### src/rtl/otter_pipe_pkg.sv
// -----------------------------------------------------------------------------
// otter_pipe_pkg
//   Shared definitions for the OTTER pipeline control blocks.
//   - RV32I major opcodes used by decode classification
//   - fwd_sel_t : operand source select for the decode-stage rs1/rs2 muxes
//   - sb_entry_t: one in-flight destination record of the hazard scoreboard
//   - helpers for picking the youngest matching stage and deciding stalls
// -----------------------------------------------------------------------------
package otter_pipe_pkg;

    localparam logic [6:0] OP     = 7'b0110011;
    localparam logic [6:0] OP_IMM = 7'b0010011;
    localparam logic [6:0] LUI    = 7'b0110111;
    localparam logic [6:0] AUIPC  = 7'b0010111;
    localparam logic [6:0] LOAD   = 7'b0000011;
    localparam logic [6:0] STORE  = 7'b0100011;
    localparam logic [6:0] BRANCH = 7'b1100011;
    localparam logic [6:0] JAL    = 7'b1101111;
    localparam logic [6:0] JALR   = 7'b1100111;
    localparam logic [6:0] SYSTEM = 7'b1110011;

    // Encoding matches the FWD_A/FWD_B port values.
    typedef enum logic [1:0] {
        FWD_RF  = 2'd0,
        FWD_EX  = 2'd1,
        FWD_MEM = 2'd2,
        FWD_WB  = 2'd3
    } fwd_sel_t;

    typedef struct packed {
        logic       valid;
        logic [4:0] rd;
        logic       alu_class;
    } sb_entry_t;

    localparam sb_entry_t SB_EMPTY = '{valid: 1'b0, rd: 5'd0, alu_class: 1'b0};

    // hits[0] = EX, hits[1] = MEM, hits[2] = WB; the youngest stage wins.
    function automatic fwd_sel_t youngest(input logic [2:0] hits);
        if (hits[0]) return FWD_EX;
        if (hits[1]) return FWD_MEM;
        if (hits[2]) return FWD_WB;
        return FWD_RF;
    endfunction

    // A source stalls when its youngest producer is in EX or MEM and the
    // value is not yet available there (non-ALU result, or forwarding off).
    // A WB producer is always readable through rf_wr_out.
    function automatic logic src_stalls(input fwd_sel_t sel,
                                        input logic     ex_alu,
                                        input logic     mem_alu,
                                        input logic     fwd_en);
        case (sel)
            FWD_EX:  return !(ex_alu && fwd_en);
            FWD_MEM: return !(mem_alu && fwd_en);
            default: return 1'b0;
        endcase
    endfunction

endpackage

### src/rtl/otter_hazard_ctrl_if.sv
// -----------------------------------------------------------------------------
// otter_hazard_ctrl_if
//   Bundle between the pipeline datapath and the hazard controller.
//   master : datapath side  (drives DEC_IR, BR_TAKEN; receives controls)
//   slave  : hazard control (receives DEC_IR, BR_TAKEN; drives controls)
//   Signals:
//     DEC_IR    instruction currently held in the decode IR register
//     BR_TAKEN  decode selected a non-sequential PC
//     PC_WRITE  PC register enable
//     DEC_EN    decode IR/PC and PC_WAIT register enable
//     DEC_CLEAR setnull for the decode IR register
//     EX_BUBBLE setnull for the execute IR register
//     FWD_A/B   rs1/rs2 source select (fwd_sel_t encoding)
//     STALL_CNT saturating stall-cycle count
//     FLUSH_CNT saturating flush count
// -----------------------------------------------------------------------------
interface otter_hazard_ctrl_if #(
    parameter int CNT_W = 16
);
    logic [31:0]      DEC_IR;
    logic             BR_TAKEN;
    logic             PC_WRITE;
    logic             DEC_EN;
    logic             DEC_CLEAR;
    logic             EX_BUBBLE;
    logic [1:0]       FWD_A;
    logic [1:0]       FWD_B;
    logic [CNT_W-1:0] STALL_CNT;
    logic [CNT_W-1:0] FLUSH_CNT;

    modport master (
        output DEC_IR, BR_TAKEN,
        input  PC_WRITE, DEC_EN, DEC_CLEAR, EX_BUBBLE, FWD_A, FWD_B,
               STALL_CNT, FLUSH_CNT
    );

    modport slave (
        input  DEC_IR, BR_TAKEN,
        output PC_WRITE, DEC_EN, DEC_CLEAR, EX_BUBBLE, FWD_A, FWD_B,
               STALL_CNT, FLUSH_CNT
    );
endinterface

### src/rtl/otter_instr_class.sv
// -----------------------------------------------------------------------------
// otter_instr_class
//   Combinational register-usage classification of one RV32I instruction.
//   Ports:
//     ir        in  32  instruction word
//     writer    out  1  instruction writes rd
//     alu_class out  1  result produced by the ALU in EX (forwardable)
//     rd/rs1/rs2 out 5  register fields
//     use_rs1   out  1  instruction reads rs1
//     use_rs2   out  1  instruction reads rs2
//   Unknown opcodes (including the all-zero word left by setnull) neither
//   write nor read registers.
// -----------------------------------------------------------------------------
module otter_instr_class
    import otter_pipe_pkg::*;
(
    input  logic [31:0] ir,
    output logic        writer,
    output logic        alu_class,
    output logic [4:0]  rd,
    output logic [4:0]  rs1,
    output logic [4:0]  rs2,
    output logic        use_rs1,
    output logic        use_rs2
);
    logic [6:0] opcode;
    logic [2:0] funct3;
    logic       unused_funct7;

    assign opcode        = ir[6:0];
    assign funct3        = ir[14:12];
    assign rd            = ir[11:7];
    assign rs1           = ir[19:15];
    assign rs2           = ir[24:20];
    assign unused_funct7 = ^ir[31:25];

    always_comb begin
        writer    = 1'b0;
        alu_class = 1'b0;
        use_rs1   = 1'b0;
        use_rs2   = 1'b0;
        case (opcode)
            OP: begin
                writer = 1'b1; alu_class = 1'b1; use_rs1 = 1'b1; use_rs2 = 1'b1;
            end
            OP_IMM: begin
                writer = 1'b1; alu_class = 1'b1; use_rs1 = 1'b1;
            end
            LUI, AUIPC: begin
                writer = 1'b1; alu_class = 1'b1;
            end
            LOAD: begin
                writer = 1'b1; use_rs1 = 1'b1;
            end
            STORE, BRANCH: begin
                use_rs1 = 1'b1; use_rs2 = 1'b1;
            end
            JAL: begin
                writer = 1'b1;
            end
            JALR: begin
                writer = 1'b1; use_rs1 = 1'b1;
            end
            SYSTEM: begin
                // funct3 == 0 is ecall/ebreak/mret: no register result.
                writer  = (funct3 != 3'b000);
                use_rs1 = 1'b1;
            end
            default: begin
            end
        endcase
    end
endmodule

### src/rtl/otter_hazard_ctrl.sv
// -----------------------------------------------------------------------------
// otter_hazard_ctrl
//   Data/control hazard controller for the 5-stage OTTER pipeline.
//   A 3-entry scoreboard (EX, MEM, WB) tracks in-flight destinations; the
//   decode-stage sources are matched against it to produce a stall (with a
//   nop injected into EX) or a forwarding select. A taken branch squashes
//   the fetched instruction unless the pipe is stalled.
//   Parameters:
//     FWD_EN 1 = forward ALU results from EX/MEM, 0 = wait for WB
//     CNT_W  width of the saturating stall/flush counters
//   Ports:
//     CLK, RST  clock, asynchronous active-high reset
//     bus       otter_hazard_ctrl_if slave modport
// -----------------------------------------------------------------------------
module otter_hazard_ctrl
    import otter_pipe_pkg::*;
#(
    parameter bit FWD_EN = 1'b1,
    parameter int CNT_W  = 16
) (
    input  logic               CLK,
    input  logic               RST,
    otter_hazard_ctrl_if.slave bus
);
    localparam logic [CNT_W-1:0] CNT_MAX = '1;

    logic       dec_writer;
    logic       dec_alu_class;
    logic [4:0] dec_rd;
    logic [4:0] dec_rs1;
    logic [4:0] dec_rs2;
    logic       dec_use_rs1;
    logic       dec_use_rs2;

    otter_instr_class u_class (
        .ir        (bus.DEC_IR),
        .writer    (dec_writer),
        .alu_class (dec_alu_class),
        .rd        (dec_rd),
        .rs1       (dec_rs1),
        .rs2       (dec_rs2),
        .use_rs1   (dec_use_rs1),
        .use_rs2   (dec_use_rs2)
    );

    // Index 0 = EX, 1 = MEM, 2 = WB.
    sb_entry_t        sb_reg [3];
    sb_entry_t        sb_ex_next;
    logic [2:0]       hit_a;
    logic [2:0]       hit_b;
    fwd_sel_t         sel_a;
    fwd_sel_t         sel_b;
    logic             stall;
    logic [CNT_W-1:0] stall_cnt_reg;
    logic [CNT_W-1:0] flush_cnt_reg;

    // x0 is never a hazard even if some stage claims it.
    generate
        for (genvar gi = 0; gi < 3; gi++) begin : g_match
            assign hit_a[gi] = sb_reg[gi].valid && dec_use_rs1 &&
                               (dec_rs1 != 5'd0) && (sb_reg[gi].rd == dec_rs1);
            assign hit_b[gi] = sb_reg[gi].valid && dec_use_rs2 &&
                               (dec_rs2 != 5'd0) && (sb_reg[gi].rd == dec_rs2);
        end
    endgenerate

    assign sel_a = youngest(hit_a);
    assign sel_b = youngest(hit_b);

    assign stall = src_stalls(sel_a, sb_reg[0].alu_class, sb_reg[1].alu_class, FWD_EN) ||
                   src_stalls(sel_b, sb_reg[0].alu_class, sb_reg[1].alu_class, FWD_EN);

    // A stalled decode enters EX as a bubble, so it must not be recorded.
    always_comb begin
        sb_ex_next           = SB_EMPTY;
        sb_ex_next.valid     = !stall && dec_writer && (dec_rd != 5'd0);
        sb_ex_next.rd        = dec_rd;
        sb_ex_next.alu_class = dec_alu_class;
    end

    always_ff @(posedge CLK or posedge RST) begin
        if (RST) begin
            for (int i = 0; i < 3; i++) begin
                sb_reg[i] <= SB_EMPTY;
            end
        end else begin
            sb_reg[0] <= sb_ex_next;
            sb_reg[1] <= sb_reg[0];
            sb_reg[2] <= sb_reg[1];
        end
    end

    always_ff @(posedge CLK or posedge RST) begin
        if (RST) begin
            stall_cnt_reg <= '0;
            flush_cnt_reg <= '0;
        end else begin
            if (stall && (stall_cnt_reg != CNT_MAX)) begin
                stall_cnt_reg <= stall_cnt_reg + CNT_W'(1);
            end
            if (bus.DEC_CLEAR && (flush_cnt_reg != CNT_MAX)) begin
                flush_cnt_reg <= flush_cnt_reg + CNT_W'(1);
            end
        end
    end

    // Branch operands are stale while stalled, so BR_TAKEN is ignored then.
    assign bus.PC_WRITE  = !stall;
    assign bus.DEC_EN    = !stall;
    assign bus.EX_BUBBLE = stall;
    assign bus.DEC_CLEAR = bus.BR_TAKEN && !stall;
    assign bus.FWD_A     = stall ? FWD_RF : sel_a;
    assign bus.FWD_B     = stall ? FWD_RF : sel_b;
    assign bus.STALL_CNT = stall_cnt_reg;
    assign bus.FLUSH_CNT = flush_cnt_reg;

endmodule

### src/flat_wrapper.sv
// flat-port wrapper written by rule: the top's interface ports become plain ports
module otter_hazard_ctrl_flat import otter_pipe_pkg::*;
#(
    parameter bit FWD_EN = 1'b1,
    parameter int CNT_W  = 16
)
  (CLK, RST, bus_DEC_IR, bus_BR_TAKEN, bus_PC_WRITE, bus_DEC_EN, bus_DEC_CLEAR, bus_EX_BUBBLE, bus_FWD_A, bus_FWD_B, bus_STALL_CNT, bus_FLUSH_CNT);
  otter_hazard_ctrl_if #(.CNT_W(CNT_W)) bus_i ();
  input  logic CLK;
  input  logic RST;
  input wire logic [$bits(bus_i.DEC_IR)-1:0] bus_DEC_IR;
  input wire logic [$bits(bus_i.BR_TAKEN)-1:0] bus_BR_TAKEN;
  output wire logic [$bits(bus_i.PC_WRITE)-1:0] bus_PC_WRITE;
  output wire logic [$bits(bus_i.DEC_EN)-1:0] bus_DEC_EN;
  output wire logic [$bits(bus_i.DEC_CLEAR)-1:0] bus_DEC_CLEAR;
  output wire logic [$bits(bus_i.EX_BUBBLE)-1:0] bus_EX_BUBBLE;
  output wire logic [$bits(bus_i.FWD_A)-1:0] bus_FWD_A;
  output wire logic [$bits(bus_i.FWD_B)-1:0] bus_FWD_B;
  output wire logic [$bits(bus_i.STALL_CNT)-1:0] bus_STALL_CNT;
  output wire logic [$bits(bus_i.FLUSH_CNT)-1:0] bus_FLUSH_CNT;
  assign bus_i.DEC_IR = bus_DEC_IR;
  assign bus_i.BR_TAKEN = bus_BR_TAKEN;
  assign bus_PC_WRITE = bus_i.PC_WRITE;
  assign bus_DEC_EN = bus_i.DEC_EN;
  assign bus_DEC_CLEAR = bus_i.DEC_CLEAR;
  assign bus_EX_BUBBLE = bus_i.EX_BUBBLE;
  assign bus_FWD_A = bus_i.FWD_A;
  assign bus_FWD_B = bus_i.FWD_B;
  assign bus_STALL_CNT = bus_i.STALL_CNT;
  assign bus_FLUSH_CNT = bus_i.FLUSH_CNT;
  otter_hazard_ctrl #(.FWD_EN(FWD_EN), .CNT_W(CNT_W)) u_core (.CLK(CLK), .RST(RST), .bus(bus_i));
endmodule
### config.mk
export PLATFORM = sky130hd
export DESIGN_NAME = otter_hazard_ctrl_flat
export DESIGN_NICKNAME = d
export VERILOG_FILES = /design/src/rtl/otter_pipe_pkg.sv /design/src/rtl/otter_hazard_ctrl_if.sv /design/src/rtl/otter_instr_class.sv /design/src/rtl/otter_hazard_ctrl.sv /design/src/flat_wrapper.sv
export SDC_FILE = /design/constraint.sdc
export NUM_CORES = 1
export LEC_CHECK = 0
export CAP_MARGIN = 20
export CORE_MARGIN = 10
export CORE_UTILIZATION = 49
export DETAILED_ROUTE_END_ITERATION = 8
export MAX_ROUTING_LAYER = met4
export PLACE_DENSITY = 0.79
export SLEW_MARGIN = 0
export SYNTH_ARGS = -nofsm -noshare
export SYNTH_HDL_FRONTEND = slang
export SYNTH_HIERARCHICAL = 1
export SYNTH_SLANG_ARGS = --single-unit
export TNS_END_PERCENT = 30
### constraint.sdc
create_clock -name CLK -period 4.1 [get_ports CLK]
set_clock_uncertainty 0.2 [all_clocks]
set_input_delay 0.615 -clock CLK [delete_from_list [all_inputs] [get_ports CLK]]
set_output_delay 0.615 -clock CLK [all_outputs]
set_load 0.03 [all_outputs]
==> results.cfg, run 1 <==
[run_status]
outcome = finished, violations left
failed_checks = negative setup slack

[worst_setup_path]
arrival_ps = 3390
worstSetupStartpointType = primary input
critPathLaunch = bus_DEC_IR[0]
cp.required_ps = 3280
timing.rr.start = u_core/sb_reg[9]
critPathCaptureType = primary output
reg2reg_depth = 16
r2r-end = u_core/bus.STALL_CNT[12]
crit_type = in -> out
cp_max_fo = 4
r2r_slack_ps = 670

[power_and_ir_drop]
p_total_mw = 1.30
power_density_nw_per_um2 = 307
power.static_leakage_nw = 1.90
ir_drop_mv = 0.193

[logic_synthesis]
syn_avg_cell_area_sq_um = 10.9
synth_ff_type = dfrtp_1
yosysSeqAreaShare_pct = 45.8
synth_edf_count = 0
yosys.area.top_type_share_pct = 45.8
synthDistinctLibCells = 47
syn_nets = 301
synth.most_common_cell = dfrtp_1
synth_seq_cells = 52
muxShareOfSynthArea_pct = 1.19
syn-cell-area_sq_um = 2840
synth.top_cells.by_area = dfrtp_1 (46%), xnor2_1 (9.2%), xor2_1 (8.9%)
synthAdderAreaFrac_pct = 1.76
synth_area_leader_cell = dfrtp_1
syn_inst = 262
synth_top_family_by_area = simple AND/OR/NAND/NOR gates
ys_warn_count = 6
synth_common_cells = dfrtp_1 (52), xnor2_1 (30), xor2_1 (29)
async_reset_ff_share_pct = 100
synth_compound_area_share_pct = 5.24
yosys.area_share.simple_pct = 22.6
synth_xor_area_share_pct = 18.2

[clock_network]
numCtsBuffers = 5
clockBufferDepth = 2
root_buffer = clkbuf_8
h-tree-depth = 2
clock_sinks = 52
cts.clk_slew.worst_paths_ps = 90
cts_tree = built
clock_latency_ps = 300

[global_route]
antenna_found_initial = 0
grt_usage_pct = 16.9
grt_pass1_vias = 2471
grt_pass1_wl_mm = 12.1
overflow = 0
grt_max_degree = 53

[floorplan]
die-height_microns = 96.2
die-area_sq_um = 9250
boundaryPins = 75
die_w_microns = 96.2
start_util_pct = 51.0
rows = 27
core_sq_um = 5570

[finish]
fin_cells = 446
finalNetCount = 414
fin_util_pct = 75.6
drive_gt1_share_pct = 31.6
n_antenna_cell = 0
largest_reg_flops = 20
syn_to_final_growth_pct = 48.2

[sta]
setup_ws_ps = -101
slew_headroom_pct = 61.4
setup_tns_ps = -327
worst_pin_slew_ps = 578
fmax_mhz = 238
grt_setup_unrepaired = true
slew_violations = 0
finalSetupViolations = 7
period_needed_ps = 4200
fin_crit_sh_pct = 102
hold_violations = 0

[place]
placed_cells = 422
io_buffers = 67
dpl.hpwl_mm = 5.58
gp_congestion = 0.787

[flow_run]
max_cap_violations = 0

[hold_path]
worstHoldStart = u_core/sb_reg[14]
hp-class = reg -> reg
holdPathStages = 0
min_to = u_core/sb_reg[7]

[routing]
num_vias = 2391
drtIter0Drc = 137
drc = 0
wl_per_cell_microns = 17.3
ant_nets = 0
finalWirelength_mm = 7.73
vias_per_cell = 5.36
drtPass1Iterations = 4
[power by group]
group          total [mW]  internal (mW)  switching [mW]  leakage [nW]
clock network       0.339          0.175           0.164        0.0501
logic               0.336          0.161           0.175          1.20
registers           0.620          0.559          0.0612         0.648
total                1.30          0.896           0.400          1.90
[worst max-delay path, stage by stage]
cell,delay (ps)
buf_6,70
nand2_2,50
or2_4,250
a2111oi_4,360
o21ai_4,150
buf_12,150
nor3_4,240
nor2_1,90
ha_1,300
nand2b_4,110
a21o_1,160
o41ai_4,100
nor2_4,160
clkinv_4,80
buf_12,140
nor3_4,200
buf_6,160
[layer usage]
layer	global-route usage, %	up-vias	part of all wire [%]
met1	20.2	1191	42
li1	-	1129	-
met3	3.42	11	4.8
met5	-	-	0
met4	3.56	0	1.2
met2	28.9	60	52
[placed cells by master, fill, tap and decap left out, drive strengths merged, types with 4 or more instances in the layout]
cell           synthesis  routed
dfrtp                 52      52
nand2                 15      15
buf                   17      66
and3                   5       5
and4                   4       4
nor3                  12      12
clkbuf                 0       7
nor2                  17      17
xor2                  29      29
inv                    7       6
ha                     4       4
nand3                 14      14
nand4                 10      10
dlygate4sd2            0       5
xnor2                 30      30
clkdlybuf4s50          0      43
nor4                  10      10
clkdlybuf4s15          0       6
[kinds of logic after synthesis]
kind of cell,Yosys count
AND/OR/NAND/NOR,105
XOR/XNOR,59
flip-flops,52
buffers and inverters,24
AO/OA/AOI/OAI,15
adder cells (fa/ha/maj),4
multiplexers,3
[per-stage QoR]
stage / setup WS (ps) / hold slack [ps] / instance area (sq um)
2_1_floorplan: -46.4 / 167 / 2960
3_3_place_gp: -668 / 198 / 3850
3_5_place_dp: -740 / 203 / 3850
4_1_cts: 11.6 / 214 / 4080
5_1_grt: -193 / 236 / 4220
6_report: -101 / 214 / 4220
[what timing repair did]
item,in CTS,in global routing
gates resized for setup,44,24
hold buffers,0,0
buffers inserted,11,7
setup endpoints to repair,8,8
pin swaps,24,20
[area by class of cell]
type / instances / area [sq um]
well taps: 72 / 90.1
clock buffers: 5 / 68.8
multi-input cells: 186 / 1560
flip-flops and latches: 52 / 1300
repair buffers: 123 / 1130
clock inverters: 1 / 30.0
inverters: 7 / 31.3
fillers: 373 / 1360
[worst max path at each step]
stage,slack [ps],to
final,-100,bus_FWD_A[1]
after global routing,-190,bus_FWD_A[1]
after CTS,10,bus_FWD_A[1]
after detailed placement,-740,bus_FWD_A[0]
after global placement,-670,bus_FWD_A[0]
after floorplan,-50,bus_FWD_A[1]
(Power assumes the default switching activity.)
==> run 2, diff against run 1 <==
==> constraint.sdc (replaced) <==
create_clock -name CLK -period 4.1 [get_ports CLK]
set_clock_uncertainty 0.2 [all_clocks]
set_input_delay 0.615 -clock CLK [delete_from_list [all_inputs] [get_ports CLK]]
set_output_delay 0.615 -clock CLK [all_outputs]
set_load 0.01 [all_outputs]
==> run 2 against run 1 <==
The run still ends with negative setup slack left. Register-to-register slack lost 210 ps. Worst hold slack improved by 4.0 ps. Count of clock-buffer cells in the layout did not move. Via count decreased by 3.2%. Combinational power down 16%. Sequential power hardly changed.
==> results.cfg, run 2 (same netlist as run 1, synthesis figures left out) <==
[finish]
largest_reg_flops = 20
fin_area_sq_um = 4040
drive_gt1_share_pct = 32.0
regArea_sq_um = 1300
n_antenna_cell = 0
layout_commonest_cell = dfrtp_1
syn_to_final_growth_pct = 42.0
final_cell_mix = dfrtp_1 (52), buf_4 (44), clkdlybuf4s50_1 (42)
num-fill-cells = 403
finalNetCount = 404
multiInputGateArea_sq_um = 1560

[routing]
drtPass1Iterations = 4
finalWirelength_mm = 7.80
wl_per_cell_microns = 17.8
ant_nets = 0
drc = 0
num_vias = 2314
vias_per_cell = 5.28
drtIter0Drc = 38

[power_and_ir_drop]
ir_drop_mv = 0.205
p_comb_share_pct = 22.5
power.static_leakage_nw = 1.85
power_density_nw_per_um2 = 309
p_int_mw = 0.899
p_clk_share_pct = 28.0
p_seq_share_pct = 49.4
p_total_mw = 1.25
p_sw_share_pct = 28.0
p_switching_mw = 0.350

[clock_network]
h-tree-depth = 2
numCtsBuffers = 5
cts_tree = built
cts.clk_slew.worst_paths_ps = 90
root_buffer = clkbuf_8
clock_sinks = 52
clock_latency_ps = 300
cts_hold_buf = 0
clockBufferDepth = 2

[global_route]
grt_usage_pct = 16.7
gr-usage-met1_pct = 19.6
met2_usage_pct = 28.4
grt_pass1_wl_mm = 11.9
overflow = 0
grt_max_degree = 53
grt_pass1_vias = 2422
antenna_found_initial = 0
gr-usage-met3_pct = 4.12
grt.busiest_layer = met2

[place]
dpl.hpwl_mm = 5.59
io_buffers = 67
post-place-ws_ps = -831
gp_congestion = 0.838
post_dp_cell_area_sq_um = 3740

[floorplan]
die-height_microns = 96.2
boundaryPins = 75
die-area_sq_um = 9250
die_w_microns = 96.2
core_sq_um = 5570
rows = 27
start_util_pct = 51.0

[sta]
setup_ws_ps = -49.3
fmax_mhz = 241
hold_violations = 0
period_needed_ps = 4150
finalSetupViolations = 3
fin_crit_sh_pct = 101
hold_ws_ps = 218
slew_violations = 0
slew_headroom_pct = 59.2
worst_pin_slew_ps = 611

[hold_path]
worstHoldStart = u_core/sb_reg[20]
holdPathStages = 0
min_to = u_core/sb_reg[13]
hp-class = reg -> reg

[worst_setup_path]
cp.required_ps = 3280
cp_cell_sequence = dlygate4sd2_1 -> a2111oi_4 -> buf_4 -> o21ai_4 -> nor2_2 -> nand3_2 -> a21oi_4 -> ha_1 -> or2_4 -> o41ai_4 -> nor2_2 -> buf_4 -> buf_4 -> buf_2
crit_type = in -> out
critPathCaptureType = primary output
timing.rr.start = u_core/sb_reg[10]
crit_family = compound AO/OA/AOI/OAI gates
r2r-end = u_core/bus.STALL_CNT[3]
path_buf_inv = 5
r2r_slack_ps = 460
worstSetupStartpointType = primary input
cp_slowest_cell = a2111oi_4
reg2reg_depth = 16
cp_max_fo = 4
cp_common_cell = buf_4
slowest_delay_ps = 340
arrival_ps = 3330

[flow_run]
max_cap_violations = 0

[run_status]
failed_checks = negative setup slack
outcome = finished, violations left
==> run 2: worst register-to-register path, delay by kind of cell, from the launching register on <==
family                     cells  cell delay, ps
and+or+nand+nor                6            1140
DFF                            1             420
adders and majority gates      1             150
xor gates and xnor gates       2             320
buffers and inverters          4             600
AOI/OAI and AO/OA              3             710
==> run 2: layer usage <==
metal	vias to the layer above	share of wire, %
met5	-	0
met4	0	1.9
met3	15	5.3
met2	53	52
met1	1138	40
li1	1108	-
==> run 2: what timing repair did <==
action	4_1_cts	5_1_grt
buffers inserted	4	6
endpoints found under the setup margin	8	8
pin swaps	25	23
gates resized for setup	71	32
==> run 2: stage by stage <==
stage	instances	util [%]	setup TNS [ps]
3_5_place_dp	419	67.1	-10600
3_3_place_gp	419	67.1	-6960
4_1_cts	431	70.4	0
6_report	438	72.4	-102
2_1_floorplan	262	-	0
5_1_grt	438	72.4	-662
==> run 2: final cells by class <==
class	count	area share [%]
inverter	7	0.651
tap	72	2.23
timing repair buffer	113	23.6
clock buffer	5	1.70
multi-input combinational	186	38.5
sequential	52	32.2
clock inverter	3	1.05
==> run 2: worst max-delay path by stage <==
stage	depth (start not counted)	startpoint	end	slack, ps
after floorplan	13	bus_DEC_IR[16]	bus_FWD_A[1]	50
after global routing	14	bus_DEC_IR[2]	bus_DEC_EN	-130
after CTS	13	bus_DEC_IR[23]	bus_FWD_B[1]	20
after detailed placement	16	bus_DEC_IR[1]	bus_FWD_B[1]	-830
final	14	bus_DEC_IR[2]	bus_DEC_EN	-50
after global placement	16	bus_DEC_IR[0]	bus_FWD_B[1]	-740
==> run 2: power groups by stage <==
stage	sequential [mW]	combinational, mW	clock [mW]
floorplan	0.634	0.117	0
global placement	0.625	0.265	0
detailed placement	0.627	0.278	0
CTS	0.617	0.278	0.358
global route	0.626	0.303	0.375
finish	0.617	0.281	0.350
